$ cat src/rtl/seq_divider16.sv
// Sequential 16-bit unsigned restoring divider.
// One quotient bit per clock, MSB first. A start with a zero divisor skips
// iteration and reports saturated results with div_by_zero set.
//
// state | meaning
// IDLE  | waiting for start, results held
// CALC  | iterating, one restoring step per cycle (16 cycles)
// DONE  | results valid for one cycle; start here chains the next operation
module seq_divider16 (
  input  logic        clk,
  input  logic        rst,
  input  logic        start,
  input  logic [15:0] dividend,
  input  logic [15:0] divisor,
  output logic [15:0] quotient,
  output logic [15:0] remainder,
  output logic        busy,
  output logic        done,
  output logic        div_by_zero
);

  typedef enum logic [1:0] {IDLE, CALC, DONE} state_t;

  state_t      state, state_nxt;
  logic [15:0] dvd_sh;
  logic [15:0] dvs_q;
  logic [14:0] quo_w;
  logic [16:0] rem_w;
  logic [4:0]  step;

  logic [17:0] shifted;
  logic [17:0] trial;
  logic        q_bit;
  logic [16:0] rem_nxt;
  logic        last_step;

  // One restoring step: shift in the next dividend bit, trial-subtract the divisor.
  // The extra top bit of the subtraction serves as the borrow/sign.
  always_comb begin
    shifted   = {rem_w, dvd_sh[15]};
    trial     = shifted - {2'b00, dvs_q};
    q_bit     = ~trial[17];
    rem_nxt   = q_bit ? trial[16:0] : shifted[16:0];
    last_step = (step == 5'd15);
  end

  // State register.
  always_ff @(posedge clk) begin
    if (rst) state <= IDLE;
    else     state <= state_nxt;
  end

  // Next-state logic; IDLE and DONE accept start with equal priority.
  always_comb begin
    state_nxt = state;
    case (state)
      IDLE, DONE: begin
        if (start) state_nxt = (divisor == 16'd0) ? DONE : CALC;
        else       state_nxt = IDLE;
      end
      CALC:    if (last_step) state_nxt = DONE;
      default: state_nxt = IDLE;
    endcase
  end

  // Datapath: operand capture at start, iteration in CALC, results loaded only on entry to DONE.
  always_ff @(posedge clk) begin
    if (rst) begin
      dvd_sh      <= '0;
      dvs_q       <= '0;
      quo_w       <= '0;
      rem_w       <= '0;
      step        <= '0;
      quotient    <= '0;
      remainder   <= '0;
      div_by_zero <= 1'b0;
    end else begin
      case (state)
        IDLE, DONE: begin
          if (start) begin
            if (divisor != 16'd0) begin
              dvd_sh      <= dividend;
              dvs_q       <= divisor;
              quo_w       <= '0;
              rem_w       <= '0;
              step        <= '0;
              div_by_zero <= 1'b0;
            end else begin
              quotient    <= 16'hFFFF;
              remainder   <= dividend;
              div_by_zero <= 1'b1;
            end
          end
        end
        CALC: begin
          rem_w  <= rem_nxt;
          quo_w  <= {quo_w[13:0], q_bit};
          dvd_sh <= {dvd_sh[14:0], 1'b0};
          step   <= step + 5'd1;
          if (last_step) begin
            quotient  <= {quo_w, q_bit};
            remainder <= rem_nxt[15:0];
          end
        end
        default: ;
      endcase
    end
  end

  assign busy = (state == CALC);
  assign done = (state == DONE);

endmodule

$ cat config.mk
export PLATFORM = sky130hd
export DESIGN_NAME = seq_divider16
export DESIGN_NICKNAME = d
export VERILOG_FILES = /design/src/rtl/seq_divider16.sv
export SDC_FILE = /design/constraint.sdc
export NUM_CORES = 1
export LEC_CHECK = 0
export CORE_MARGIN = 5
export CORE_UTILIZATION = 35
export CTS_CLUSTER_SIZE = 14
export DETAILED_ROUTE_END_ITERATION = 8
export HOLD_SLACK_MARGIN = 0.02
export PLACE_DENSITY = 0.63
export SYNTH_ARGS = -nofsm -noshare
export SYNTH_HDL_FRONTEND = slang
export SYNTH_SLANG_ARGS = --single-unit
$ cat constraint.sdc
create_clock -name clk -period 4.6 [get_ports clk]
set_input_delay 0.92 -clock clk [delete_from_list [all_inputs] [get_ports clk]]
set_output_delay 0.92 -clock clk [all_outputs]
set_load 0.1 [all_outputs]
# After elaboration in Yosys (flattened, before gate mapping)
# Cells that the tools add are included.
[word_totals]
register_bits = 104
latchBits = 0
ram_bits = 0
romBits = 0
input_bits = 35
elab_cells = 54
memories = 0
[classes]
n_addsub = 2
mul = 0
div = 0
order_cmp = 0
eq_ne = 7
shift = 0
mux = 26
n_bitwise = 1
reduce_logical = 9
[ops]
columns = ["cell", "n"]
rows = [
  ["$mux 16", 8],
  ["$pmux 16 s2", 3],
  ["$mux 17", 3],
  ["$pmux 17 s2", 1],
  ["$mux 15", 2],
  ["$pmux 15 s2", 1],
  ["$sub 18x16->18", 1],
  ["$logic_not 16->1", 1],
  ["$reduce_bool 16->1", 1],
  ["$mux 5", 2],
  ["$pmux 5 s2", 1],
  ["$mux 2", 3],
  ["$ne 2x2->1 const B", 3],
  ["$reduce_and 3->1", 2],
  ["$add 5x1->5 const B", 1],
  ["$eq 5x4->1 const B", 1],
  ["$pmux 2 s2", 1],
  ["$reduce_and 4->1", 1],
  ["$eq 2x1->1 const B", 1],
  ["$eq 2x2->1 const B", 1],
  ["$logic_not 2->1", 1],
  ["$ne 2x1->1 const B", 1],
  ["$reduce_and 2->1", 1],
  ["$reduce_bool 2->1", 1],
  ["other kinds (3)", 3],
]

# Depth between registers and ports, before layout
# Gate-level depths: netlist of the first run.
[logic_depth]
ltp_word = 4
depth_mapped = 11
ltp_nobuf = 11

# Worst setup path before layout of the first run
# OpenSTA, ideal clock, no wires.
[synth_path]
path_kind = "flip-flop to output port"
from = "register state[0]"
to = "output busy"
t_arrival_ps = 1893
required_ps = 3680
slack_ps = 1787
stages_incl_launch_ff = 5
path_cell_list = "dfxtp_1 > nand2b_1 > clkinv_1 > clkbuf_1 > buf_1"
[synth_between]
elab_chain_cells = 1
[synth_lines]
columns = ["element", "line", "source"]
rows = [
  ["from (decl)", "24", "state_t state, state_nxt;"],
  ["from (signal assigned)", "50", "else state <= state_nxt;"],
  ["$eq 2x1->1", "110", "assign busy = (state == CALC);"],
  ["to (decl)", "17", "output logic busy,"],
]
# Every way passes these cells.

# Final worst setup path of the first run
[layout_path]
from = "input divisor[11]"
to = "register remainder[13]"
[layout_between]
elab_chain_cells = 3
[layout_lines]
columns = ["element", "line", "source"]
rows = [
  ["from (decl)", "14", "input logic [15:0] divisor,"],
  ["$reduce_bool 16->1", "81", "if (divisor != 16'd0) begin"],
  ["$ne 2x2->1 (no source line)", "n/a", ""],
  ["$reduce_and 4->1 (no source line)", "n/a", ""],
  ["to (signal assigned)", "90", "remainder <= dividend;"],
  ["to (signal assigned)", "102", "remainder <= rem_nxt[15:0];"],
  ["to (decl)", "16", "output logic [15:0] remainder,"],
]
# Every way passes these cells.
# A chain may end at the register's enable or synchronous reset.

==> metrics.json, run 1 <==
{
  "global_route": {
    "grt_start_max_net_pins": 66,
    "groute.layer.met3.usage_pct": 2.79,
    "grt_first_pass_wirelength_microns": 23200,
    "antenna_found_initial": 0,
    "global_route.peak_usage_layer": "met2",
    "grt_util_all_layers_pct": 16.1,
    "grt_overflow": 0,
    "grt_use_met2_pct": 24.1,
    "via_count_of_the_first_global_routing_pass": 4517,
    "globalRouteMet1Util_pct": 23.0
  },
  "power_and_ir_drop": {
    "vdd_drop_max_mv": 0.184,
    "cellPowerDensity_mw_per_mm2": 406,
    "p_leak_nw": 2.32
  },
  "worst_setup_path": {
    "criticalPathCategory": "primary input to register",
    "end_kind": "register",
    "crit_path_cell_trace": "clkdlybuf4s50_1 > nor4_1 > nand4_1 > or3_1 > nand2_1 > buf_4 > nor2_1 > a2111oi_2",
    "worstSetupPathDepth": 8,
    "worst_setup_path_start_kind": "primary input",
    "critical_path.slowest_cell": "or3_1",
    "cp_max_fo": 24,
    "critical_path.top_delay_family": "simple AND/OR/NAND/NOR gates",
    "r2r.worst_path.cells": 9,
    "crit_buf_inv": 2,
    "cp_data_required_time_ps": 4850,
    "timing.critical_path.slowest_cell_delay_ps": 470,
    "worst_ep_arrival_time_ps": 3490
  },
  "sta": {
    "period_utilization_post_route_pct": 70.3,
    "tns_ps": 0,
    "final-max-slew-violation-count": 0,
    "hold_violations": 0,
    "grt_setup_unrepaired": "no",
    "max_clock_freq_ghz": 0.309,
    "post-route-min-period_ps": 3240,
    "worst_clock_skew_on_the_final_layout_ps": 6.17,
    "tightestPinTransition_ps": 990,
    "setup_viol": 0,
    "slew_headroom_pct": 33.8
  },
  "cells_and_area": {
    "nets": 762,
    "fillCellCount": 1490,
    "utilization_pct": 43.0,
    "syn_to_final_growth_pct": 20.4,
    "antenna_cells_inserted": 0,
    "layout-drive-gt1-share_pct": 5.62
  },
  "logic_synthesis": {
    "synthesis.nets": 718,
    "syn_inst": 664,
    "synth-edff-count": 0,
    "yosysWarningCount": 0,
    "synth_seq_area_share_pct": 40.1,
    "syn_area_sq_mm": 0.00519,
    "postSynth.topFlopCell": "dfxtp_1",
    "postSynthRegisterBits": 104,
    "yosysUniqueCellTypes": 61,
    "syn_avg_cell_area_sq_um": 7.82,
    "asyncSetResetFlopFracSynth_pct": 0
  },
  "detailed_routing": {
    "initialDrtViolationCount": 449,
    "vias": 4878,
    "drc_errors": 0,
    "routedWlPerCell_microns": 15.8,
    "final_antenna_net_count": 0,
    "drt_wl_total_microns": 14200,
    "viasPerCell": 5.44,
    "detail_route.first_pass.iterations": 5
  },
  "place": {
    "dp_hpwl_microns": 10400,
    "gp_routability_congestion": 0.866,
    "numPortBuffers": 69
  },
  "cts": {
    "tritoncts": "built",
    "ctsHtreeMaxLevel": 3,
    "inserted_clock_buffers": 9,
    "cts.hold.buffers_added": 0,
    "clkSinkCount": 104,
    "clock_pin_transition_on_the_worst_setup_and_hold_timing_paths_ps": 70,
    "cts_setup_buffers": 0,
    "cts.path.max_buffers": 2,
    "post_cts_resize_count": 0,
    "clockRootBuffer": "clkbuf_16",
    "clkLatencyLatePin_ps": 360
  },
  "worst_hold_path": {
    "hold_path_class": "register to register",
    "min_path_cells": 2
  },
  "run": {
    "drv_cap": 0
  },
  "die": {
    "boundaryPins": 70,
    "area_of_the_core_sq_mm": 0.0145,
    "start_util_pct": 35.7,
    "die_w_microns": 132,
    "die-area_sq_mm": 0.0174,
    "rows": 44,
    "die_height_microns": 132
  },
  "outcome": {
    "run_status": "complete, no violations"
  }
}
synthesized netlist by cell type, types with 8 or more instances:
library cell	count	area, sq um
nand2b_1	8	50.1
nor3_1	26	130
o21ai_0	22	110
dfxtp_1	104	2080
a21oi_1	70	350
ha_1	18	225
xnor2_1	8	70.1
and3_1	10	62.6
nand3_1	23	115
nand2_1	107	402
nor2_1	78	293
inv_1	22	82.6
a211oi_1	9	67.6
clkbuf_1	28	105
a21o_1	8	60.1
a311oi_1	20	175
layout make-up:
type | instances | area (sq um) | area share (%)
Clock buffer | 10 | 229 | 3.66
Sequential cell | 104 | 2080 | 33.3
Inverter | 23 | 86.3 | 1.38
Tap cell | 184 | 230 | 3.68
Timing Repair Buffer | 77 | 743 | 11.9
Clock inverter | 5 | 41.3 | 0.661
Multi-Input combinational cell | 493 | 2840 | 45.4
per-layer routing:
metal | wire length (microns) | share of wire (%)
met4 | 291 | 2.1
met1 | 6910 | 49
met3 | 738 | 5.2
met5 | 0 | 0
met2 | 6220 | 44
report_power, final:
| group | leakage, nW | internal [mW] | switching, mW |
|---|---|---|---|
| combinational | 1.34 | 0.320 | 0.506 |
| sequential | 0.846 | 0.946 | 0.0402 |
| clock | 0.126 | 0.370 | 0.357 |
cells in the final DEF (no fill, tap or decap), types with 3 or more instances in the layout:
cell type        netlist  final
nand2b_1               8      7
a21oi_1               70     70
a31oi_1                3      3
a221o_1                3      3
o21ai_0               22     22
o21a_1                 3      3
a2111oi_2              3      3
a21o_1                 8      8
clkdlybuf4s50_1        0     67
buf_4                  1      9
ha_1                  18     18
dfxtp_1              104    104
inv_1                 22     22
and3_1                10     10
nor4_1                 7      7
nand3_1               23     23
nand2_1              107    107
o22ai_1                7      7
mux2i_1                6      6
a311oi_1              20     20
clkbuf_16              0      9
nor2b_1                4      4
nand4_1                5      5
xnor2_1                8      8
o21ai_1                3      3
and2_1                 3      3
nor3_1                26     26
a211oi_1               9      9
nor2_1                78     78
sequential cells by signal, summed over array words and instances, names as in the netlist:
name,flops
dvd_sh,16
step,5
dvs_q,16
quo_w,15
rem_w,17
remainder,16
div_by_zero,1
quotient,16
state,2
worst reg2reg max path, cell delays in order, from the launching register on:
cell and delay (ps):
dfxtp_1 330, inv_1 40, ha_1 350, and2_4 200, a221oi_2 330, a2111oi_1 170
nor3_1 530, nand2_2 420, o31ai_1 520, o221a_2 260
path summary, 6_finish.rpt:
path                             startpoint             to  slack, ps
worst max-delay path            divisor[11]  remainder[13]       1360
worst min-delay path               dvs_q[2]       dvs_q[2]        460
worst max register to register     dvs_q[3]       rem_w[7]       1400
worst min register to register     dvs_q[2]       dvs_q[2]        460
logic make-up after synthesis:
logic type	share of synthesized area, %
buffers and inverters	5.37
AOI/OAI and AO/OA	21.7
DFF	40.1
muxes	1.37
adders and majority gates	4.72
and+or+nand+nor	25.0
xor gates and xnor gates	1.69
stage by stage:
step	std cells	instance area [sq um]	power (mW)	setup WS [ps]	hold slack, ps
3_5_place_dp	881	5980	1.82	1020	450
5_1_grt	896	6250	2.68	1160	475
3_3_place_gp	881	5980	1.81	1090	449
4_1_cts	896	6250	2.55	1380	459
2_1_floorplan	664	5190	1.63	1790	436
6_report	896	6250	2.54	1360	457
Power figures use the tool's default switching activity.
==> run 2, diff against run 1 <==
- PLACE_DENSITY: 0.63 -> 0.65
- clock period: 4.6 -> 2.7 ns (I/O delays scaled with it)
==> run 2 against run 1 <==
Compared with the run above: first-iteration DRC count decreased by 9.6%; clock skew increased by 1.2 ps; sequential share of layout area decreased by 3.5 points; final cell count increased by 7.7%; critical path depth increased by 2; utilization increased by 5.2 points; sequential power increased by 70%; flip-flop and latch count unchanged; count of clock-buffer cells in the layout unchanged; critical endpoint is now rem_w[7]; largest cell class unchanged.
==> metrics.json, run 2 (synthesis results as in run 1) <==
{
  "cts": {
    "ctsHtreeMaxLevel": {"value": 3, "change": "unchanged"},
    "tritoncts": {"value": "built", "change": "unchanged"},
    "cts.hold.buffers_added": {"value": 0, "change": "unchanged"},
    "clkSinkCount": {"value": 104, "change": "unchanged"},
    "clockRootBuffer": {"value": "clkbuf_16", "change": "unchanged"},
    "cts.path.max_buffers": {"value": 2, "change": "unchanged"},
    "inserted_clock_buffers": {"value": 9, "change": "unchanged"},
    "clock_pin_transition_on_the_worst_setup_and_hold_timing_paths": {"value": 80, "unit": "ps", "change": "was 70 ps"},
    "clkLatencyLatePin": {"value": 350, "unit": "ps", "change": "was 360 ps"}
  },
  "cells_and_area": {
    "final_cell_mix": {"value": "nand2_1, buf_4, dfxtp_1", "change": "was nand2_1, dfxtp_1, nor2_1"},
    "syn_to_final_growth": {"value": 34.9, "unit": "%", "change": "was 20.4%"},
    "final_common_cell": {"value": "nand2_1", "change": "unchanged"},
    "fillCellCount": {"value": 1433, "change": "was 1490"},
    "largest-register": {"value": "rem_w", "change": "unchanged"},
    "largest_register_ffs": {"value": 17, "change": "unchanged"},
    "nets": {"value": 830, "change": "was 762"},
    "antenna_cells_inserted": {"value": 0, "change": "unchanged"},
    "layout-drive-gt1-share": {"value": 22.4, "unit": "%", "change": "was 5.62%"}
  },
  "worst_setup_path": {
    "worst_ep_arrival_time": {"value": 2860, "unit": "ps", "change": "was 3490 ps"},
    "criticalPathCategory": {"value": "register to register", "change": "was primary input to register"},
    "end_kind": {"value": "register", "change": "unchanged"},
    "crit_path_cell_trace": {"value": "inv_1 > ha_1 > and2_4 > a221oi_4 > a2111oi_4 > or3_4 > o21ai_0 > o31ai_1 > buf_4 > o221a_2", "change": "was clkdlybuf4s50_1 > nor4_1 > nand4_1 > or3_1 > nand2_1 > buf_4 > nor2_1 > a2111oi_2"},
    "cp_data_required_time": {"value": 2950, "unit": "ps", "change": "was 4850 ps"},
    "cp_max_fo": {"value": 6, "change": "was 24"},
    "worst_setup_path_start_kind": {"value": "register", "change": "was primary input"},
    "critical_path.top_delay_family": {"value": "compound AO/OA/AOI/OAI gates", "change": "was simple AND/OR/NAND/NOR gates"},
    "critical_path.slowest_cell": {"value": "or3_4", "change": "was or3_1"},
    "timing.critical_path.slowest_cell_delay": {"value": 450, "unit": "ps", "change": "was 470 ps"},
    "crit_buf_inv": {"value": 2, "change": "unchanged"}
  },
  "sta": {
    "finalWorstSetupSlack": {"value": 89.9, "unit": "ps", "change": "was 1360 ps"},
    "worst_clock_skew_on_the_final_layout": {"value": 7.37, "unit": "ps", "change": "was 6.17 ps"},
    "setup_viol": {"value": 0, "change": "unchanged"},
    "final.hold.worst_slack": {"value": 456, "unit": "ps", "change": "was 457 ps"},
    "period_utilization_post_route_pct": 96.7,
    "tightestPinTransition": {"value": 614, "unit": "ps", "change": "was 990 ps"},
    "slew_headroom": {"value": 59.0, "unit": "%", "change": "was 33.8%"},
    "hold_violations": {"value": 0, "change": "unchanged"},
    "max_clock_freq_ghz": 0.383,
    "final-max-slew-violation-count": {"value": 0, "change": "unchanged"},
    "post-route-min-period_ps": 2610
  },
  "place": {
    "gp_routability_congestion": {"value": 0.900, "change": "was 0.866"},
    "dp_hpwl": {"value": 11900, "unit": "microns", "change": "was 10400 microns"},
    "numPortBuffers": {"value": 69, "change": "unchanged"},
    "minimum_setup_slack_after_placement": {"value": -174, "unit": "ps", "change": "was 1020 ps"}
  },
  "die": {
    "area_of_the_core": {"value": 0.0145, "unit": "sq mm", "change": "unchanged"},
    "die_w": {"value": 132, "unit": "microns", "change": "unchanged"},
    "start_util": {"value": 35.7, "unit": "%", "change": "unchanged"},
    "die-area": {"value": 0.0174, "unit": "sq mm", "change": "unchanged"},
    "rows": {"value": 44, "change": "unchanged"},
    "die_height": {"value": 132, "unit": "microns", "change": "unchanged"},
    "boundaryPins": {"value": 70, "change": "unchanged"}
  },
  "power_and_ir_drop": {
    "vdd_drop_max": {"value": 0.346, "unit": "mV", "change": "was 0.184 mV"},
    "cellPowerDensity": {"value": 727, "unit": "mW/mm^2", "change": "was 406 mW/mm^2"},
    "p_leak": {"value": 2.79, "unit": "nW", "change": "was 2.32 nW"}
  },
  "outcome": {
    "run_status": {"value": "complete, no violations", "change": "unchanged"}
  },
  "global_route": {
    "grt_util_all_layers": {"value": 17.5, "unit": "%", "change": "was 16.1%"},
    "grt_overflow": {"value": 0, "change": "unchanged"},
    "grt_first_pass_wirelength": {"value": 25100, "unit": "microns", "change": "was 23200 microns"},
    "antenna_found_initial": {"value": 0, "change": "unchanged"},
    "grt_start_max_net_pins": {"value": 66, "change": "unchanged"},
    "via_count_of_the_first_global_routing_pass": {"value": 4950, "change": "was 4517"}
  },
  "detailed_routing": {
    "initialDrtViolationCount": {"value": 406, "change": "was 449"},
    "drt_wl_total": {"value": 15800, "unit": "microns", "change": "was 14200 microns"},
    "vias": {"value": 5196, "change": "was 4878"},
    "viasPerCell": {"value": 5.38, "change": "was 5.44"},
    "drc_errors": {"value": 0, "change": "unchanged"},
    "detail_route.first_pass.iterations": {"value": 5, "change": "unchanged"},
    "final_antenna_net_count": {"value": 0, "change": "unchanged"},
    "routedWlPerCell": {"value": 16.4, "unit": "microns", "change": "was 15.8 microns"}
  },
  "run": {
    "drv_cap": {"value": 0, "change": "unchanged"}
  },
  "worst_hold_path": {
    "hold_path_class": {"value": "register to register", "change": "unchanged"}
  }
}
[run 2: per-layer routing]
| layer | up-vias | wire (microns) | global-route usage (%) |
|---|---|---|---|
| met5 | - | 0 | 0 |
| li1 | 2571 | - | - |
| met3 | 18 | 793 | 3.63 |
| met4 | 0 | 267 | 5.09 |
| met1 | 2462 | 7360 | 24.2 |
| met2 | 145 | 7400 | 27.8 |
[run 2: worst paths after layout]
path	startpoint	end	slack, ps	cells after the start
min reg2reg	dvs_q[11]	dvs_q[11]	460	2
max	dvs_q[3]	rem_w[7]	90	10
max reg2reg	dvs_q[3]	rem_w[7]	90	10
min	dvs_q[11]	dvs_q[11]	460	2
[run 2: worst min-delay path, stage by stage, from the launching register on]
cell,delay (ps)
dfxtp_1,310
nand2_1,50
a21oi_1,50
[run 2: cell type report]
type                            count  area (sq um)  share of cell area [%]
Sequential cell                   104          2090                    29.9
Multi-Input combinational cell    494          3040                    43.4
Clock buffer                       10           229                    3.27
Tap cell                          184           230                    3.29
Clock inverter                      6          77.6                    1.11
Inverter                           23          86.3                    1.23
Timing Repair Buffer              144          1250                    17.8
[run 2: through the flow]
stage	total power, mW	utilization [%]	cells	TNS, ps	instance area [sq um]
after floorplan	2.77	-	664	0	5190
after global placement	3.42	44.3	943	-962	6430
after detailed placement	3.43	44.3	943	-1920	6430
after CTS	4.82	46.6	959	0	6770
after global routing	5.35	48.2	965	-309	7000
final	5.09	48.2	965	0	7000
[run 2: where the power goes]
part | leakage (nW) | internal [mW] | total (mW) | switching (mW)
Combinational | 1.79 | 0.950 | 2.05 | 1.10
Sequential | 0.849 | 1.61 | 1.68 | 0.0692
Clock | 0.150 | 0.735 | 1.35 | 0.620
Total | 2.79 | 3.30 | 5.09 | 1.79
[run 2: repair_timing]
action,in CTS,in global routing
buffers inserted,0,5
resized for setup,6,41
cloned,0,1
setup endpoints to repair,15,31
endpoints found under the hold margin,0,0
pin swaps,0,19
